$ cat src/rtl/uart_pkg.sv
// rtl/uart_pkg.sv - shared UART timing constants and receiver state type
package uart_pkg;

    localparam int CLK_FREQ     = 50000000;
    localparam int BAUD         = 115200;
    localparam int CLKS_PER_BIT = CLK_FREQ / BAUD;
    localparam int HALF_BIT     = (CLKS_PER_BIT - 1) / 2;

    typedef enum logic [2:0] {
        RX_IDLE      = 3'd0,
        RX_START     = 3'd1,
        RX_DATA      = 3'd2,
        RX_STOP      = 3'd3,
        RX_WAIT_HIGH = 3'd4
    } rx_state_t;

endpackage

$ cat src/rtl/rx_sync.sv
// rtl/rx_sync.sv - two-flop synchronizer with parameterised reset value
module rx_sync #(
    parameter logic RESET_VAL = 1'b1
) (
    input  logic clk,
    input  logic rst,
    input  logic d,
    output logic q
);

    logic meta;

    always_ff @(posedge clk or posedge rst) begin
        if (rst) begin
            meta <= RESET_VAL;
            q    <= RESET_VAL;
        end else begin
            meta <= d;
            q    <= meta;
        end
    end

endmodule

$ cat src/rtl/uart_rx.sv
// rtl/uart_rx.sv - 8N1 UART receiver, mid-bit sampling from the detected start edge
module uart_rx #(
    parameter int CLK_FREQ = uart_pkg::CLK_FREQ,
    parameter int BAUD     = uart_pkg::BAUD
) (
    input  logic       clk_slow,
    input  logic       rst,
    input  logic       rx,
    output logic [7:0] rx_data,
    output logic       rx_valid,
    output logic       rx_frame_err,
    output logic       rx_busy
);

    import uart_pkg::*;

    localparam int CPB   = CLK_FREQ / BAUD;
    localparam int HALF  = (CPB - 1) / 2;
    localparam int CNT_W = $clog2(CPB);

    localparam logic [CNT_W-1:0] HALF_C = CNT_W'(HALF);
    localparam logic [CNT_W-1:0] LAST_C = CNT_W'(CPB - 1);

    rx_state_t        state;
    logic [CNT_W-1:0] cnt;
    logic [2:0]       bit_idx;
    logic [7:0]       shreg;
    logic             rx_s;

    rx_sync #(.RESET_VAL(1'b1)) u_sync (
        .clk (clk_slow),
        .rst (rst),
        .d   (rx),
        .q   (rx_s)
    );

    assign rx_busy = (state != RX_IDLE);

    always_ff @(posedge clk_slow or posedge rst) begin
        if (rst) begin
            state        <= RX_IDLE;
            cnt          <= '0;
            bit_idx      <= '0;
            shreg        <= '0;
            rx_data      <= '0;
            rx_valid     <= 1'b0;
            rx_frame_err <= 1'b0;
        end else begin
            rx_valid     <= 1'b0;
            rx_frame_err <= 1'b0;
            case (state)
                RX_IDLE: begin
                    cnt <= '0;
                    if (!rx_s) state <= RX_START;
                end
                // Re-check the line half a bit in; a high here was a glitch.
                RX_START: begin
                    if (cnt == HALF_C) begin
                        cnt     <= '0;
                        bit_idx <= '0;
                        state   <= rx_s ? RX_IDLE : RX_DATA;
                    end else begin
                        cnt <= cnt + 1'b1;
                    end
                end
                RX_DATA: begin
                    if (cnt == LAST_C) begin
                        cnt            <= '0;
                        shreg[bit_idx] <= rx_s;
                        bit_idx        <= bit_idx + 1'b1;
                        if (bit_idx == 3'd7) state <= RX_STOP;
                    end else begin
                        cnt <= cnt + 1'b1;
                    end
                end
                RX_STOP: begin
                    if (cnt == LAST_C) begin
                        cnt <= '0;
                        if (rx_s) begin
                            rx_data  <= shreg;
                            rx_valid <= 1'b1;
                            state    <= RX_IDLE;
                        end else begin
                            rx_frame_err <= 1'b1;
                            state        <= RX_WAIT_HIGH;
                        end
                    end else begin
                        cnt <= cnt + 1'b1;
                    end
                end
                // A held-low line (break) must not be mistaken for a new start bit.
                RX_WAIT_HIGH: begin
                    cnt <= '0;
                    if (rx_s) state <= RX_IDLE;
                end
                default: state <= RX_IDLE;
            endcase
        end
    end

endmodule

$ cat config.mk
export PLATFORM = sky130hd
export DESIGN_NAME = uart_rx
export DESIGN_NICKNAME = d
export VERILOG_FILES = /design/src/rtl/uart_pkg.sv /design/src/rtl/rx_sync.sv /design/src/rtl/uart_rx.sv
export SDC_FILE = /design/constraint.sdc
export NUM_CORES = 1
export LEC_CHECK = 0
export BUFFER_PORTS_ARGS = -buffer_cell sky130_fd_sc_hd__buf_2
export CAP_MARGIN = 0
export CORE_ASPECT_RATIO = 0.8
export CORE_MARGIN = 1
export CORE_UTILIZATION = 35
export DETAILED_ROUTE_END_ITERATION = 16
export GPL_ROUTABILITY_DRIVEN = 0
export HOLD_SLACK_MARGIN = 0.15
export PLACE_DENSITY = 0.61
export SYNTH_ARGS = -nofsm -noshare
export SYNTH_HDL_FRONTEND = slang
export SYNTH_SLANG_ARGS = --single-unit
$ cat constraint.sdc
create_clock -name clk_slow -period 3.2 [get_ports clk_slow]
set_clock_uncertainty 0.2 [all_clocks]
set_input_delay 0.32 -clock clk_slow [delete_from_list [all_inputs] [get_ports clk_slow]]
set_output_delay 0.32 -clock clk_slow [all_outputs]
set_load 0.005 [all_outputs]
==> results.ini <==
[place]
dpl_cell_area_sq_um=1890
portBuffers=13
place_ws_ps=829
place_hpwl_um=2310

[critical_path]
critPathLaunchType=flop
crit_chain=inv_1 > ha_1 > nand4bb_4 > or4_4 > nor4b_4 > mux2_1
crit_family=simple AND/OR/NAND/NOR gates
cp_slowest_cell=or4_4
crit_type=flop to flop
critical_path_buf_inv_count=1
cp-end-kind=flop
r2r_setup_slack_ps=810
required_ps=3160
cpPeakStageDelay_ps=580
path_max_fanout=8
arrival_ps=2350

[run]
drv_cap=0

[sta]
layout_setup_ws_ps=812
slew_headroom=0.632
final-setup-viol-count=0
hold_viol=0
period_minus_slack_ps=2390
setup_tns_ps=0
rsz0062_at_grt=no
fmax_mhz=419
tightest_slew_ps=550
min_period_over_period=0.746
hold_slack_ps=158
finalMaxSlewViolations=0

[synthesis]
synth_seq_area_share=0.492
synth_ff_type=dfrtp_1
yosysWarnings=0
postSynthCellCount=159
syn_area_per_cell_sq_um=11.2
ys_types=47
synth_seq_cells=35
synth_nets=167
synth_edf_count=0
async_flop_share=1.00
syn_area_sq_um=1790

[clocking]
h-tree-depth=2
cts_sinks=35
hold_buffers=2
clockBufferDepth=2
cts_tree=built
cts_buffers=5
root_buffer=clkbuf_8
cts_resized=0
path_clk_slew_ps=70
clock_latency_ps=280
cts_setup_buffers=0

[cells_and_area]
post-route-util=0.426
postLayoutCellArea_sq_um=2020
antennaDiodeCount=0
area_growth_syn_to_layout_pct=12.9
fin_nets=181
drive_above_1_share=0.270

[die]
die_x_um=81.9
chipHeight_um=65.9
core_area_sq_um=4730
row_count=22
dieArea_sq_um=5400
ios=14
initial_core_util=0.377

[grt]
grt_pass1_wl_um=5640
track_usage=0.141
grt_pass1_vias=1169
grt_start_max_net_pins=36
antenna_found_initial=0
gr-total-overflow=0

[status]
status=finished clean

[drt]
dr.pass1.iters=4
ant_nets=0
drt_iter0_drc=54
drc_errors=0
wl_per_cell_um=14.4
wl_met3_um=156
met1_length_um=1610
via_per_inst=5.35
top_layer_used=met4
routed_wl_um=3380
routed-wl-met2_um=1580
num_vias=1251

[power]
power_leakage_nw=0.890
power_density_nw_per_um2=404
vdd_drop_max_mv=0.205

[worst_hold_path]
hold_path.class=flop to flop

## per-stage QoR
stage,power (mW),cells
floorplan,0.462,159
global placement,0.467,224
detailed placement,0.468,224
CTS,0.824,234
global route,0.845,234
finish,0.815,234
## worst reg2reg max path, cell delays in order, from the launching register on
cell and delay [ps]:
dfrtp_1 400, inv_1 120, ha_1 200, nand4bb_4 140, or4_4 580, nor4b_4 280, mux2_1 350
## logic make-up (layout without fill, tap and decap cells)
| family | after synthesis | count (layout) | share of synthesized area |
|---|---|---|---|
| AO/OA/AOI/OAI | 29 | 29 | 0.112 |
| XOR/XNOR | 3 | 3 | 0.0147 |
| adder cells (fa/ha/maj) | 5 | 5 | 0.0350 |
| buffers and inverters | 16 | 31 | 0.0399 |
| flip-flops | 35 | 35 | 0.492 |
| multiplexers | 17 | 17 | 0.106 |
| AND/OR/NAND/NOR | 54 | 54 | 0.200 |
## cell usage in the layout (no fill, tap or decap), types with 4 or more instances in the layout
cell type,synthesis,final
o21ai_0,4,4
nand3_1,4,4
clkbuf_8,0,7
a21oi_1,5,5
nor3_1,4,4
nand2_1,16,16
nor4_1,5,5
nor2_1,8,8
inv_1,6,6
dfrtp_1,33,33
ha_1,5,5
buf_2,1,13
mux2_2,15,15
## layer usage
layer  global-route usage  vias up
li1                     -      609
met1                0.191      609
met2                0.217       31
met3               0.0345        2
met4               0.0526        0
met5                    0        -
## report_power, final
group	leakage [nW]	switching (mW)	internal, mW
sequential	0.467	0.00225	0.445
clock	0.0505	0.159	0.196
combinational	0.372	0.00955	0.00369
total	0.890	0.171	0.644
## sequential cells by signal, summed over array words and instances, names as in the netlist
| register | cells |
|---|---|
| rx_frame_err | 1 |
| shreg | 8 |
| state | 3 |
| cnt | 9 |
| rx_valid | 1 |
| rx_data | 8 |
| bit_idx | 3 |
| u_sync.meta | 1 |
| u_sync.q | 1 |
## Yosys cell counts (all sizes together), types with 2 or more instances
| master | n | area (sq um) |
|---|---|---|
| xnor2 | 3 | 26.3 |
| nand4b | 3 | 32.5 |
| nor4 | 5 | 31.3 |
| ha | 5 | 62.6 |
| nor4b | 3 | 56.3 |
| inv | 6 | 22.5 |
| nand2b | 2 | 12.5 |
| nand3 | 4 | 20.0 |
| dfstp | 2 | 52.6 |
| mux2 | 16 | 180 |
| nand2 | 16 | 60.1 |
| o311ai | 3 | 26.3 |
| o41ai | 2 | 17.5 |
| o31ai | 3 | 22.5 |
| nor3 | 5 | 36.3 |
| a21oi | 5 | 25.0 |
| dfrtp | 33 | 826 |
| o21a | 2 | 15.0 |
| buf | 3 | 20.0 |
| o21ai | 5 | 25.0 |
| nor2 | 8 | 30.0 |
| or3 | 2 | 12.5 |
| clkbuf | 7 | 28.8 |
## layout make-up
class / count / area [sq um]
flip-flops and latches: 35 / 878
clock buffers: 7 / 96.3
clock inverters: 1 / 7.51
inverters: 6 / 22.5
multi-input cells: 108 / 837
repair buffers: 17 / 100
fillers: 456 / 2720
well taps: 60 / 75.1
## final timing paths
check                           depth (start not counted)       end         from
worst max-delay path                                    6  shreg[2]       cnt[1]
worst min-delay path                                    0  u_sync.q  u_sync.meta
worst max register to register                          6  shreg[2]       cnt[1]
worst min register to register                          0  u_sync.q  u_sync.meta
max in group asynchronous                               4  u_sync.q          rst
min in group asynchronous                               4    cnt[8]          rst
(Power assumes the default switching activity.)
